$ cat src/rtl/r16_fft_sched.sv
// Radix-16 in-place FFT stage sequencer: walks STAGES passes over the 2-bank point
// memory, one read per cycle, with a fixed write-back drain gap between passes.
module r16_fft_sched #(
  parameter int A_WIDTH   = 11,
  parameter int STAGES    = 3,
  parameter int DRAIN_CYC = 48
) (
  input  logic               clk,
  input  logic               rst,
  input  logic               start,
  input  logic               hold,
  output logic               busy,
  output logic               done,
  output logic               rd_valid,
  output logic               BN_out,
  output logic [A_WIDTH-1:0] MA_out,
  output logic [1:0]         stage_out
);

  localparam int JW = A_WIDTH + 1;
  localparam int DW = (DRAIN_CYC > 0) ? $clog2(DRAIN_CYC + 1) : 1;

  localparam logic [1:0] S_IDLE  = 2'd0;
  localparam logic [1:0] S_RUN   = 2'd1;
  localparam logic [1:0] S_DRAIN = 2'd2;
  localparam logic [1:0] S_DONE  = 2'd3;

  localparam logic [JW-1:0] J_LAST      = {JW{1'b1}};
  localparam logic [DW-1:0] DRAIN_LAST  = DW'(DRAIN_CYC);
  localparam logic [1:0]    STAGE_LAST  = 2'(STAGES - 1);

  // Exchange base-16 digit 0 with digit s of the point counter.
  function automatic logic [JW-1:0] swap_digit(input logic [JW-1:0] j, input logic [1:0] s);
    logic [JW-1:0] idx;
    idx = j;
    for (int d = 1; d < STAGES; d++) begin
      if (s == 2'(d)) begin
        idx[3:0]       = j[4*d +: 4];
        idx[4*d +: 4]  = j[3:0];
      end
    end
    return idx;
  endfunction

  function automatic logic bank_parity(input logic [JW-1:0] v);
    return ^v;
  endfunction

  logic [1:0]         state_q, state_d;
  logic [JW-1:0]      j_q, j_d;
  logic [DW-1:0]      drain_q, drain_d;
  logic [1:0]         stage_q, stage_d;
  logic               busy_q, busy_d;
  logic               done_q, done_d;
  logic               rd_valid_q, rd_valid_d;
  logic               bn_q, bn_d;
  logic [A_WIDTH-1:0] ma_q, ma_d;
  logic [JW-1:0]      run_idx_s;

  // Permuted point index for the read issued from the current counter value.
  always_comb begin
    run_idx_s = swap_digit(j_q, stage_q);
  end

  // Next-state and next-output logic; outputs are computed one cycle ahead so the
  // register stage presents them in the issue cycle. Entering a pass issues j=0
  // immediately (idx 0 -> bank 0, address 0 in every pass).
  always_comb begin
    state_d    = state_q;
    j_d        = j_q;
    drain_d    = drain_q;
    stage_d    = stage_q;
    busy_d     = busy_q;
    done_d     = 1'b0;
    rd_valid_d = 1'b0;
    bn_d       = bn_q;
    ma_d       = ma_q;
    case (state_q)
      S_IDLE: begin
        if (start) begin
          state_d    = S_RUN;
          stage_d    = 2'd0;
          busy_d     = 1'b1;
          rd_valid_d = 1'b1;
          bn_d       = 1'b0;
          ma_d       = {A_WIDTH{1'b0}};
          j_d        = JW'(1);
        end else begin
          busy_d = 1'b0;
        end
      end
      S_RUN: begin
        if (hold) begin
          rd_valid_d = 1'b0;
        end else begin
          rd_valid_d = 1'b1;
          bn_d       = bank_parity(run_idx_s);
          ma_d       = run_idx_s[JW-1:1];
          j_d        = j_q + JW'(1);
          if (j_q == J_LAST) begin
            state_d = S_DRAIN;
            drain_d = {DW{1'b0}};
          end else begin
            state_d = S_RUN;
          end
        end
      end
      S_DRAIN: begin
        if (drain_q == DRAIN_LAST) begin
          drain_d = {DW{1'b0}};
          if (stage_q == STAGE_LAST) begin
            state_d = S_DONE;
            done_d  = 1'b1;
            busy_d  = 1'b0;
            stage_d = 2'd0;
          end else begin
            state_d    = S_RUN;
            stage_d    = stage_q + 2'd1;
            rd_valid_d = 1'b1;
            bn_d       = 1'b0;
            ma_d       = {A_WIDTH{1'b0}};
            j_d        = JW'(1);
          end
        end else begin
          drain_d = drain_q + DW'(1);
        end
      end
      S_DONE: begin
        state_d = S_IDLE;
      end
      default: begin
        state_d = S_IDLE;
        busy_d  = 1'b0;
        stage_d = 2'd0;
        j_d     = {JW{1'b0}};
        drain_d = {DW{1'b0}};
      end
    endcase
  end

  // State, counters and output registers with synchronous reset.
  always_ff @(posedge clk) begin
    if (rst) begin
      state_q    <= S_IDLE;
      j_q        <= {JW{1'b0}};
      drain_q    <= {DW{1'b0}};
      stage_q    <= 2'd0;
      busy_q     <= 1'b0;
      done_q     <= 1'b0;
      rd_valid_q <= 1'b0;
      bn_q       <= 1'b0;
      ma_q       <= {A_WIDTH{1'b0}};
    end else begin
      state_q    <= state_d;
      j_q        <= j_d;
      drain_q    <= drain_d;
      stage_q    <= stage_d;
      busy_q     <= busy_d;
      done_q     <= done_d;
      rd_valid_q <= rd_valid_d;
      bn_q       <= bn_d;
      ma_q       <= ma_d;
    end
  end

  assign busy      = busy_q;
  assign done      = done_q;
  assign rd_valid  = rd_valid_q;
  assign BN_out    = bn_q;
  assign MA_out    = ma_q;
  assign stage_out = stage_q;

endmodule

$ cat config.mk
export PLATFORM = sky130hd
export DESIGN_NAME = r16_fft_sched
export DESIGN_NICKNAME = d
export VERILOG_FILES = /design/src/rtl/r16_fft_sched.sv
export SDC_FILE = /design/constraint.sdc
export NUM_CORES = 1
export LEC_CHECK = 0
export BUFFER_PORTS_ARGS = -buffer_cell sky130_fd_sc_hd__buf_2
export CAP_MARGIN = 20
export CORE_MARGIN = 2
export CORE_UTILIZATION = 45
export DETAILED_ROUTE_END_ITERATION = 8
export HOLD_SLACK_MARGIN = 0.06
export SYNTH_ARGS = -nofsm -noshare
export SYNTH_HDL_FRONTEND = slang
export SYNTH_SLANG_ARGS = --single-unit
$ cat constraint.sdc
create_clock -name clk -period 4.27 [get_ports clk]
set_input_delay 0.854 -clock clk [delete_from_list [all_inputs] [get_ports clk]]
set_output_delay 0.854 -clock clk [all_outputs]
set_load 0.005 [all_outputs]
==> impl_table.tex <==
\begin{tabular}{lr}
\hline
Metric & Value \\
\hline
\multicolumn{2}{l}{\textbf{Run status}} \\
Status & completed \\
\multicolumn{2}{l}{\textbf{Synth}} \\
Instance count of the mapped netlist & 250 \\
Post-synthesis share of cell area spent on full adders, half adders and majority gates & approximately 1.8\% \\
Share of the synthesized area in compound gates (AO/OA/AOI/OAI) & 16.0\% \\
Yosys Warn Count & 0 \\
Yosys top cell area share & between 30 and 40\% \\
Combinational family with the most area after synthesis & simple AND/OR/NAND/NOR gates \\
Simple-gate share of the synthesized area & between 20\% and 30\% \\
Cell taking the most area after synthesis & sky130\_fd\_sc\_hd\_\_dfxtp\_1 \\
Distinct cell type count of the synthesized netlist & 48 \\
Most numerous cell in the Yosys netlist & sky130\_fd\_sc\_hd\_\_nor2\_1 \\
Main flop type after synthesis & sky130\_fd\_sc\_hd\_\_dfxtp\_1 \\
Yosys reg bits & 37 \\
Part of the Yosys area used for sequential elements & approximately 36\% \\
Biggest area contributors in the synthesized netlist & sky130\_fd\_sc\_hd\_\_dfxtp\_1, sky130\_fd\_sc\_hd\_\_nor2\_1, sky130\_fd\_sc\_hd\_\_a21oi\_1 \\
Xor and xnor area share after synthesis & 10.3\% \\
Synthesized net count & 257 \\
Cell area after synthesis & 2040 um2 \\
Count of flip-flops with a built-in enable after synthesis & 0 \\
Proportion of register bits with asynchronous set or reset after synthesis & 0\% \\
Commonest cells in the netlist & sky130\_fd\_sc\_hd\_\_nor2\_1, sky130\_fd\_sc\_hd\_\_dfxtp\_1, sky130\_fd\_sc\_hd\_\_nand2\_1 \\
Syn Area/Cell & slightly above 8 um2 \\
Share of synthesized area spent on multiplexers & 3.43\% \\
\multicolumn{2}{l}{\textbf{Worst setup path}} \\
CP Launch Type & flip-flop \\
Biggest fanout along the worst timing path & 10 \\
Buf/Inv on CP & 0 \\
CP max stage cell & sky130\_fd\_sc\_hd\_\_dfxtp\_1 \\
Kind of cell with the highest combined delay on the critical path & compound AO/OA/AOI/OAI gates \\
CP arrival & 2.49 ns \\
Cells along the critical path & ha\_1 > nand3b\_1 > or4\_1 > o21ai\_1 > o21ai\_0 > a22oi\_1 > nor2\_1 \\
Endpoint kind of the worst setup timing path & flip-flop \\
Worst EP required & roughly 4.4 ns \\
Largest stage delay on the critical path & 0.56 ns \\
Type of the setup path with the least slack & flip-flop to flip-flop \\
\multicolumn{2}{l}{\textbf{Cells and area}} \\
Growth of design area from synthesis to finish & 7.04\% \\
Final Util & around half \\
Antenna fix cells & 0 \\
Share of post-route cells with drive strength above 1 & 14.6\% \\
Non-filler cells in the finished layout & 312 \\
Nets & 266 \\
\multicolumn{2}{l}{\textbf{STA}} \\
Setup TNS & 0 ns \\
Final count of hold timing violations & 0 \\
Crit share post-route & 54.4\% \\
Layout Skew & 0.00418 ns \\
Max-slew violation count & 0 \\
Highest clock rate & between 400 and 500 MHz \\
RSZ-0062 raised after global routing & no \\
Worst-Margin Slew & 0.774 ns \\
Minimum clock period & 2.32 ns \\
Relative max-transition margin & 48.3\% \\
Final setup violation count & 0 \\
\multicolumn{2}{l}{\textbf{Run}} \\
Max-cap violations & 0 \\
\multicolumn{2}{l}{\textbf{Clock tree}} \\
Clock transition at the registers of the reported paths & 0.07 ns \\
Clock sink count & 37 \\
Count of hold-fix buffers inserted at cts & 0 \\
Deepest level of the CTS H-tree & 2 \\
Number of gates resized after cts & 0 \\
Clock root buffer master & sky130\_fd\_sc\_hd\_\_clkbuf\_8 \\
Clk buf depth & 2 \\
Number of buffers inserted to repair setup after CTS & 0 \\
CTS tree & yes \\
Number of buffers created by CTS & 5 \\
Skew-Pair Late Insertion Delay & 0.29 ns \\
\multicolumn{2}{l}{\textbf{Routing}} \\
Total via count after detailed routing & 1719 \\
Post-detailed-route via-to-cell ratio & 5.51 \\
Post-detailed-route DRC marker count & 0 \\
First DRT Iteration DRCs & around 130 \\
Detailed Route WL & approximately 4400 um \\
Wire length per cell & 14.0 um \\
Antenna-violating nets left & 0 \\
Number of search-and-repair iterations in the first detailed-routing pass & 4 \\
\multicolumn{2}{l}{\textbf{Die}} \\
Die W & 71.4 um \\
Core Footprint & 4350 um2 \\
Chip Height & between 70 and 80 um \\
Die area & 5100 um2 \\
Row Count & 24 \\
Initial core utilization & 46.9\% \\
Ports placed on the boundary & 21 \\
\multicolumn{2}{l}{\textbf{Global routing}} \\
Wire length of the first global-routing pass & 7450 um \\
Busiest layer in global routing & met2 \\
Global-route usage over all layers & approximately 19\% \\
Number of antenna violations at the first check in global routing & 0 \\
Met2 Use GR & between 20 and 30\% \\
Largest net degree at the start of global routing & 31 \\
Met1 usage in global routing & 25.2\% \\
Met3 routing resource usage after global routing & under 10\% \\
Vias in the first global route & 1571 \\
Global route overflow & 0 \\
\multicolumn{2}{l}{\textbf{Pwr}} \\
Leakage & 0.775 nW \\
Power density normalized to cell area & 306 nW/um2 \\
Peak VDD IR & 0.154 mV \\
\multicolumn{2}{l}{\textbf{Placed design}} \\
Final HPWL DP & 2970 um \\
Count of input and output buffers & 20 \\
Routability-driven placement congestion ratio & just under 0.8 \\
Placed Cells & 304 \\
\multicolumn{2}{l}{\textbf{Worst hold path}} \\
Hold crit path type & flip-flop to flip-flop \\
\hline
\end{tabular}
[state kept, by name (all words and copies together), names as in the netlist]
register / count
drain_q: 6
busy: 1
BN_out: 1
rd_valid: 1
MA_out: 11
done: 1
j_q: 12
state_q: 2
stage_out: 2
[per-stage QoR]
step,setup slack [ns],cell area (um2),power [mW],hold WS [ns]
after floorplan,2.15,2040,0.396,0.463
after global placement,1.87,2090,0.405,0.462
after detailed placement,1.82,2090,0.405,0.469
after CTS,1.94,2190,0.678,0.486
after global routing,1.70,2190,0.699,0.501
final,1.95,2190,0.668,0.484
[power breakdown]
group	switching (mW)	internal (mW)	leakage, nW
sequential	0.00625	0.349	0.299
combinational	0.0281	0.0146	0.422
clock	0.125	0.146	0.0542
[final timing paths]
kind,from,end,slack (ns),depth (start not counted)
hold / removal,MA_out[1]$_SDFFE_PP0P_,MA_out[1]$_SDFFE_PP0P_,0.48,2
hold reg to reg,MA_out[1]$_SDFFE_PP0P_,MA_out[1]$_SDFFE_PP0P_,0.48,2
setup reg to reg,j_q[0]$_SDFFE_PP0P_,drain_q[3]$_SDFFE_PP0P_,1.95,7
setup / recovery,j_q[0]$_SDFFE_PP0P_,drain_q[3]$_SDFFE_PP0P_,1.95,7
[kinds of logic after synthesis]
family          after synthesis
compound gates               49
xor+xnor                     24
fa+ha+maj                     3
buf+inv                      22
flops                        37
mux                           7
simple gates                108
[tightest hold or removal path, delay by kind of cell, from the launching register on]
family / cells / cell delay, ns
flip-flops: 1 / 0.32
AND/OR/NAND/NOR: 1 / 0.07
AO/OA/AOI/OAI: 1 / 0.06
[area by class of cell]
type                    count  area (um2)
flip-flops and latches     37         741
clock inverters             1        5.00
clock buffers               7        96.3
repair buffers             20         100
fillers                   429        2170
inverters                   4        15.0
multi-input cells         191        1160
well taps                  52        65.1
[placed cells by master, fill, tap and decap left out, types with 4 or more instances in the layout]
| cell | count |
|---|---|
| sky130_fd_sc_hd__nor2_1 | 44 |
| sky130_fd_sc_hd__clkbuf_8 | 7 |
| sky130_fd_sc_hd__xnor2_1 | 14 |
| sky130_fd_sc_hd__xor2_1 | 10 |
| sky130_fd_sc_hd__buf_2 | 20 |
| sky130_fd_sc_hd__dfxtp_1 | 37 |
| sky130_fd_sc_hd__nand2_1 | 26 |
| sky130_fd_sc_hd__a22oi_1 | 4 |
| sky130_fd_sc_hd__nand4_1 | 5 |
| sky130_fd_sc_hd__a21oi_1 | 25 |
| sky130_fd_sc_hd__nor3_1 | 4 |
| sky130_fd_sc_hd__nand3_1 | 7 |
| sky130_fd_sc_hd__mux2i_1 | 7 |
[per-layer routing]
| layer | share of wire, % | routed length [um] |
|---|---|---|
| met1 | 49 | 2170 |
| met3 | 5.1 | 222 |
| met5 | 0 | 0 |
| met4 | 1.2 | 51 |
| met2 | 44 | 1940 |
Note: power is estimated with default switching activity, not from simulation.
